File: src/rtl/inst_fetch_unit.sv
// inst_fetch_unit: holds the fetch PC, issues one pack request at a time to instruction memory,
// queues returned 4-instruction packs for decode and drops responses made stale by a redirect.
module inst_fetch_unit #(
  parameter logic [31:0] RESET_PC = 32'h0000_0000,
  parameter int FQ_DEPTH = 4
) (
  input  logic         clock,
  input  logic         reset,
  output logic         mem_req,
  input  logic         mem_ready,
  output logic [31:0]  mem_addr,
  input  logic [127:0] mem_inst_value,
  input  logic         mem_valid,
  input  logic         redirect_valid,
  input  logic [31:0]  redirect_pc,
  output logic         out_valid,
  input  logic         out_ready,
  output logic [31:0]  out_pc,
  output logic [127:0] out_inst,
  output logic [3:0]   out_mask
);
  localparam int PW = $clog2(FQ_DEPTH);
  localparam logic [PW:0] DEPTH = (PW+1)'(FQ_DEPTH);
  typedef enum logic [1:0] {IDLE, WAIT, DRAIN, HALT} state_t;
  state_t state;
  logic ready_q;
  logic [31:0] pc;
  logic [31:0] base;
  logic [PW-1:0] wr_ptr, rd_ptr;
  logic [PW:0] count;
  logic [31:0] q_pc [FQ_DEPTH];
  logic [127:0] q_inst [FQ_DEPTH];
  logic [3:0] q_mask [FQ_DEPTH];
  logic edge_hit, push, pop;
  assign base = {pc[31:4], 4'b0};
  // a level-high mem_ready only counts once: the response is its rising edge
  assign edge_hit = mem_ready & ~ready_q & (state == WAIT || state == DRAIN);
  assign push = edge_hit & (state == WAIT) & mem_valid & ~redirect_valid;
  assign pop = out_valid & out_ready & ~redirect_valid;
  assign mem_req = (state == WAIT) & ~mem_ready;
  assign out_valid = count != '0;
  assign out_pc = out_valid ? q_pc[rd_ptr] : '0;
  assign out_inst = out_valid ? q_inst[rd_ptr] : '0;
  assign out_mask = out_valid ? q_mask[rd_ptr] : '0;
  always_ff @(posedge clock or posedge reset)
    if (reset) begin
      state <= IDLE;
      pc <= RESET_PC;
      ready_q <= 1'b0;
      mem_addr <= '0;
      wr_ptr <= '0;
      rd_ptr <= '0;
      count <= '0;
    end else begin
      ready_q <= mem_ready;
      if (redirect_valid) begin
        pc <= redirect_pc;
        wr_ptr <= '0;
        rd_ptr <= '0;
        count <= '0;
        state <= (state == WAIT && !edge_hit) ? DRAIN : IDLE;
      end else begin
        wr_ptr <= wr_ptr + PW'(push);
        rd_ptr <= rd_ptr + PW'(pop);
        count <= count + (PW+1)'(push) - (PW+1)'(pop);
        case (state)
          IDLE: if (count < DEPTH) begin
            state <= WAIT;
            mem_addr <= {4'b0, pc[31:4]};
          end
          WAIT: if (edge_hit) begin
            state <= mem_valid ? IDLE : HALT;
            pc <= mem_valid ? base + 32'd16 : pc;
          end
          DRAIN: if (edge_hit) state <= IDLE;
          default: ;
        endcase
      end
    end
  always_ff @(posedge clock)
    if (push) begin
      q_pc[wr_ptr] <= base;
      q_inst[wr_ptr] <= mem_inst_value;
      q_mask[wr_ptr] <= 4'b1111 << pc[3:2];
    end
endmodule
File: config.mk
export PLATFORM = sky130hd
export DESIGN_NAME = inst_fetch_unit
export DESIGN_NICKNAME = d
export VERILOG_FILES = /design/src/rtl/inst_fetch_unit.sv
export SDC_FILE = /design/constraint.sdc
export NUM_CORES = 1
export LEC_CHECK = 0
export CORE_MARGIN = 5
export CORE_UTILIZATION = 55
export CTS_CLUSTER_SIZE = 12
export DETAILED_ROUTE_END_ITERATION = 8
export PLACE_DENSITY = 0.79
export SYNTH_ARGS = -nofsm -noshare
export SYNTH_HDL_FRONTEND = slang
export SYNTH_SLANG_ARGS = --single-unit
File: constraint.sdc
create_clock -name clock -period 22.1 [get_ports clock]
set_input_delay 4.42 -clock clock [delete_from_list [all_inputs] [get_ports clock]]
set_output_delay 4.42 -clock clock [all_outputs]
set_load 0.01 [all_outputs]
==> results of run 1 <==
## cells by family (layout without fill, tap and decap cells)
group	Yosys count	in the layout	synth area share, %
flops	704	704	76.0
simple gates	283	283	6.11
mux	192	192	14.4
buf+inv	86	494	1.39
compound gates	52	52	1.22
xor+xnor	14	14	0.448
fa+ha+maj	7	7	0.348
other cells	1	10	0.0137
## per-layer routing
layer / part of all wire (%) / vias up / wire length [microns] / global-route usage [%]
met1: 40 / 7254 / 23100 / 29.7
li1: - / 6105 / - / -
met2: 50 / 499 / 28500 / 34.3
met5: 0.14 / - / 80 / 0
met4: 1.7 / 12 / 984 / 5.52
met3: 8.3 / 84 / 4790 / 5.92
## flip-flops by register name (all words and copies together) (netlist names)
signal and flops:
q_inst 512, count 3, mem_addr 28, pc 30
state 2, q_mask 12, ready_q 1, q_pc 112
rd_ptr 2, wr_ptr 2
## cell type report
| cell class | count | area, sq um |
|---|---|---|
| fillers | 3159 | 15400 |
| clock inverters | 14 | 80.1 |
| inverters | 7 | 26.3 |
| clock buffers | 98 | 1950 |
| repair buffers | 375 | 3700 |
| well taps | 664 | 831 |
| flip-flops and latches | 704 | 20800 |
| diodes | 2 | 5.00 |
| multi-input cells | 556 | 6250 |
## power by group through the flow
stage | clock network (mW) | logic [mW] | registers (mW)
2_1_floorplan | 0 | 0.333 | 1.56
3_3_place_gp | 0 | 0.733 | 1.56
3_5_place_dp | 0 | 0.737 | 1.56
4_1_cts | 1.09 | 0.743 | 1.54
5_1_grt | 1.16 | 0.781 | 1.54
6_report | 1.07 | 0.730 | 1.54
## Yosys cell counts (2+ instances only)
library cell / n
or3_1: 8
dfrtp_1: 68
nor2b_1: 4
nor4_1: 3
mux4_2: 159
xnor2_1: 9
nor2_1: 25
o31ai_1: 12
nand4_1: 6
o21ai_0: 15
or4_1: 14
a31oi_1: 16
buf_1: 10
mux2i_1: 2
ha_1: 6
xor2_1: 5
and3_1: 5
clkbuf_1: 41
o211ai_1: 4
edfxtp_1: 636
nand3_1: 14
and2_1: 160
mux2_2: 31
and4_1: 5
nor4b_1: 2
buf_2: 19
buf_4: 9
inv_1: 7
nand2_1: 30
## per-stage QoR
stage / util, % / cell area, sq um / hold WS [ps] / total power [mW] / cells
after floorplan: - / 27400 / 471 / 1.89 / 1346
final: 68.6 / 33700 / 510 / 3.34 / 2420
after global routing: 68.6 / 33600 / 531 / 3.48 / 2419
after detailed placement: 64.5 / 31600 / 495 / 2.30 / 2306
after global placement: 64.5 / 31600 / 493 / 2.29 / 2306
after CTS: 68.6 / 33600 / 514 / 3.37 / 2418
## worst reg2reg max path, delay by kind of cell, from the launching register on
family | cells | cell delay (ps)
fa+ha+maj | 1 | 340
flops | 1 | 390
simple gates | 3 | 1600
buf+inv | 3 | 1350
## worst paths after layout
| path | startpoint | to | cells past startpoint |
|---|---|---|---|
| setup reg to reg | state[0] | q_inst[1][107] | 7 |
| min in group asynchronous | reset | mem_addr[20] | 3 |
| hold / removal | mem_addr[20] | mem_addr[20] | 1 |
| hold reg to reg | mem_addr[20] | mem_addr[20] | 1 |
| setup / recovery | mem_ready | mem_req | 3 |
| max in group asynchronous | reset | rd_ptr[1] | 3 |
==> results.sh, run 1 <==
export IMPL_portBuffers=353
export IMPL_io_pins=364
export IMPL_run_status="complete, no violations"
export IMPL_slew_headroom_pct=27.3
export IMPL_antenna_left=0
export IMPL_drc_errors=0
export IMPL_syn_inst=1339
export IMPL_setup_violations_final=0
export IMPL_grt_max_degree=88
export IMPL_tightest_slew_ps=1090
export IMPL_crit_chain="clkdlybuf4s50_1 -> nor2b_1 -> clkdlybuf4s50_1"
export IMPL_totalWireLength_microns=57500
export IMPL_area_growth_pct=23.0
export IMPL_gp_congestion=0.842
export IMPL_die_area_sq_um=54300
export IMPL_avgSynthCellArea_sq_um=20.4
export IMPL_seq_area_frac_synth_pct=76.0
export IMPL_cts_tree="yes"
export IMPL_power_frac_clock_pct=32.1
export IMPL_leakagePower_nw=10.8
export IMPL_final_common_cell="edfxtp_1"
export IMPL_antenna_found_initial=7
export IMPL_yosysWarnings=0
export IMPL_insertion_delay_ps=590
export IMPL_clock_skew_ps=10.7
export IMPL_netlist_top_cells_area="edfxtp_1 (70%), mux4_2 (13%), dfrtp_1 (6.2%)"
export IMPL_start_kind="input port"
export IMPL_routedWlPerCell_microns=23.7
export IMPL_swShare_pct=24.9
export IMPL_critPathKind="input port to output pin"
export IMPL_worstPathRequired_ps=17680
export IMPL_clockBufferDepth=3
export IMPL_grt_pass1_wl_microns=88800
export IMPL_dp_final_hpwl_microns=34500
export IMPL_grt_overflow_total=0
export IMPL_drive_above_1_share_pct=17.5
export IMPL_power_switching_mw=0.831
export IMPL_rows=81
export IMPL_cp_max_fo=4
export IMPL_seqPwrFrac_pct=46.0
export IMPL_synthesis_area_sq_um=27400
export IMPL_grt_use_total_pct=21.4
export IMPL_r2r_slack_ps=17960
export IMPL_synth_edf_count=636
export IMPL_endpoint_kind="output pin"
export IMPL_layout_common_cells="edfxtp_1 (636), clkdlybuf4s50_1 (353), and2_1 (160)"
export IMPL_worst_path_max_delay_cell="clkdlybuf4s50_1"
export IMPL_combPwrFrac_pct=21.9
export IMPL_dpl_worst_slack_ps=12020
export IMPL_numCtsBuffers=71
export IMPL_rsz0062_at_grt="false"
export IMPL_internal_power_mw=2.50
export IMPL_final_net_count=1888
export IMPL_die_x_microns=233
export IMPL_critPathMaxStageDelay_ps=560
export IMPL_die_h_microns=233
export IMPL_finalMaxSlewViolations=0
export IMPL_crit_arrival_ps=5680
export IMPL_synth_top_area_cell="edfxtp_1"
export IMPL_timing_fmax_mhz=99.0
export IMPL_period_minus_slack_ps=10100
export IMPL_drtIter0Drc=898
export IMPL_post_drt_via_cell_ratio=5.77
export IMPL_power_density_nw_per_um2=99.1
export IMPL_async_reset_ff_share_pct=9.66
export IMPL_critPathTopFamily="buffers and inverters"
export IMPL_vias=14000
export IMPL_core_region_area_sq_um=49100
export IMPL_grt_pass1_vias=14700
export IMPL_path_buf_inv=2
export IMPL_dominantRegCellSynth="edfxtp_1"
export IMPL_start_util_pct=55.8
export IMPL_synth_top_area_share_pct=69.8
export IMPL_max_cap_viol_count=0
export IMPL_hold_class="flip-flop to flip-flop"
export IMPL_peakVddDrop_uv=80.9
export IMPL_cts_setup_buffers=0
export IMPL_hold_buffers=0
export IMPL_clkTransAtPathRegs_ps=60
export IMPL_fin_tns_setup_ps=0
export IMPL_synth_seq_cells=704
export IMPL_period_share_pct=45.7
export IMPL_finalWorstSetupSlack_ps=12000
export IMPL_cts_resized=0
export IMPL_drtPass1Iterations=5
export IMPL_cts_sinks=704
export IMPL_ys_types=43
export IMPL_path_common_cell="clkdlybuf4s50_1"
export IMPL_finalHoldViolations=0
export IMPL_cts_root_buf="clkbuf_16"
export IMPL_cts_htree_levels=3
No activity file was read; power rests on OpenSTA's default activity.
==> inputs of run 2 (changes only) <==
- CORE_UTILIZATION: 55 -> 50
- PLACE_DENSITY: 0.79 -> 0.75
- clock period: 22.1 -> 9.2 ns (I/O delays scaled with it)
==> run 2 against run 1 <==
Against the previous run: sequential power grew 140%; flip-flop and latch count did not move; first-iteration DRC count is 2.2% lower; critical endpoint is now out_inst[47]; combinational power up 140%; critical path type is now flip-flop to output pin; hold slack got worse by 0.57 ps.
==> results.sh, run 2 (same netlist as run 1, synthesis figures left out) <==
export IMPL_period_share_pct=61.5
export IMPL_cts_setup_buffers=0
export IMPL_dp_final_hpwl_microns=34600
export IMPL_cp_max_fo=46
export IMPL_final_common_cell="edfxtp_1"
export IMPL_multi_input_area_sq_um=6260
export IMPL_cts_tree="yes"
export IMPL_layout_common_cells="edfxtp_1 (636), clkdlybuf4s50_1 (353), and2_1 (160)"
export IMPL_grt_pass1_wl_microns=89400
export IMPL_run_status="complete, no violations"
export IMPL_finalMaxSlewViolations=0
export IMPL_cts_htree_levels=3
export IMPL_dpl_worst_slack_ps=3480
export IMPL_gp_congestion=0.817
export IMPL_grt_use_total_pct=19.4
export IMPL_numCtsBuffers=74
export IMPL_insertion_delay_ps=590
export IMPL_cts_sinks=704
export IMPL_top_register="q_inst"
export IMPL_antenna_left=0
export IMPL_vias=14000
export IMPL_power_total_mw=8.18
export IMPL_nFillCells=3692
export IMPL_max_cap_viol_count=0
export IMPL_drive_above_1_share_pct=18.0
export IMPL_stdcell_area_sq_um=33900
export IMPL_die_area_sq_um=59500
export IMPL_period_minus_slack_ps=5660
export IMPL_finalHoldViolations=0
export IMPL_drc_errors=0
export IMPL_die_h_microns=244
export IMPL_final_cells=2466
export IMPL_critPathKind="flip-flop to output pin"
export IMPL_hold_buffers=0
export IMPL_start_util_pct=50.6
export IMPL_crit_arrival_ps=3820
export IMPL_antenna_found_initial=8
export IMPL_largest_register_ffs=512
export IMPL_gr_usage_met1_pct=27.3
export IMPL_hold_class="flip-flop to flip-flop"
export IMPL_clkTransAtPathRegs_ps=60
export IMPL_cts_root_buf="clkbuf_16"
export IMPL_rsz0062_at_grt="false"
export IMPL_core_region_area_sq_um=54000
export IMPL_cts_resized=0
export IMPL_place_inst=2338
export IMPL_worstPathRequired_ps=7360
export IMPL_ff_latch_area_sq_um=20800
export IMPL_peakVddDrop_uv=152
export IMPL_tightest_slew_ps=1110
export IMPL_grtUsageMet2_pct=31.0
export IMPL_placed_area_sq_um=31700
export IMPL_timing_fmax_mhz=177
export IMPL_clock_skew_ps=8.92
export IMPL_slew_headroom_pct=26.1
export IMPL_grt_use_met3_pct=4.65
export IMPL_endpoint_kind="output pin"
export IMPL_holdWs_ps=509
export IMPL_drtPass1Iterations=5
export IMPL_drtIter0Drc=878
export IMPL_routedWlPerCell_microns=23.5
export IMPL_finalWorstSetupSlack_ps=3540
export IMPL_top_usage_layer="met2"
export IMPL_start_kind="flip-flop"
export IMPL_leakagePower_nw=10.9
export IMPL_largest_registers="q_inst x512, q_pc x112, pc x30"
export IMPL_post_drt_via_cell_ratio=5.67
export IMPL_power_density_nw_per_um2=241
export IMPL_die_x_microns=244
export IMPL_io_pins=364
export IMPL_setup_violations_final=0
export IMPL_rows=85
export IMPL_grt_overflow_total=0
export IMPL_grt_pass1_vias=14700
export IMPL_totalWireLength_microns=57900
export IMPL_grt_max_degree=87
export IMPL_area_growth_pct=24.0
export IMPL_final_net_count=1891
export IMPL_clockBufferDepth=3
export IMPL_portBuffers=353
[run 2: cell count changes in the layout (fill, tap and decap cells not counted), sizes merged]
cell,before,now
clkbuf,98,104
clkinvlp,0,1
diode,2,4
inv,9,8
clkinv,12,18
[run 2: critical path, stage by stage, from the launching register on]
cell and delay (ps):
dfrtp_4 1040, buf_4 750, mux4_2 610, and2_1 170, clkdlybuf4s50_1 540
[run 2: power by group]
| part | internal, mW | total, mW | switching (mW) |
|---|---|---|---|
| Sequential | 3.59 | 3.69 | 0.104 |
| Clock | 1.61 | 2.74 | 1.13 |
| Combinational | 0.954 | 1.74 | 0.789 |
| Total | 6.15 | 8.18 | 2.03 |
[run 2: area by class of cell]
| cell class | instances | area share, % |
|---|---|---|
| inverter | 7 | 0.0775 |
| timing repair buffer | 375 | 10.9 |
| clock inverter | 20 | 0.277 |
| sequential | 704 | 61.3 |
| multi-input combinational | 556 | 18.5 |
| clock buffer | 104 | 6.31 |
| antenna | 4 | 0.0295 |
| tap | 696 | 2.57 |
[run 2: worst paths after layout]
| path | start | cells after the start | slack [ps] | endpoint |
|---|---|---|---|---|
| setup reg to reg | state[1] | 6 | 5520 | q_inst[3][88] |
| max in group asynchronous | reset | 3 | 6680 | rd_ptr[1] |
| hold / removal | mem_addr[17] | 1 | 510 | mem_addr[17] |
| min in group asynchronous | reset | 3 | 1840 | mem_addr[22] |
| hold reg to reg | mem_addr[17] | 1 | 510 | mem_addr[17] |
| setup / recovery | rd_ptr[0] | 4 | 3540 | out_inst[47] |
[run 2: stage by stage]
stage	utilization, %	setup TNS [ps]
global route	62.8	0
floorplan	-	-1157040
global placement	58.6	0
finish	62.8	0
detailed placement	58.6	0
CTS	62.8	0
[run 2: per-layer routing]
| metal | vias up | wire (microns) |
|---|---|---|
| met4 | 8 | 1070 |
| li1 | 6133 | - |
| met5 | - | 46 |
| met1 | 7268 | 24200 |
| met2 | 490 | 28500 |
| met3 | 75 | 4040 |
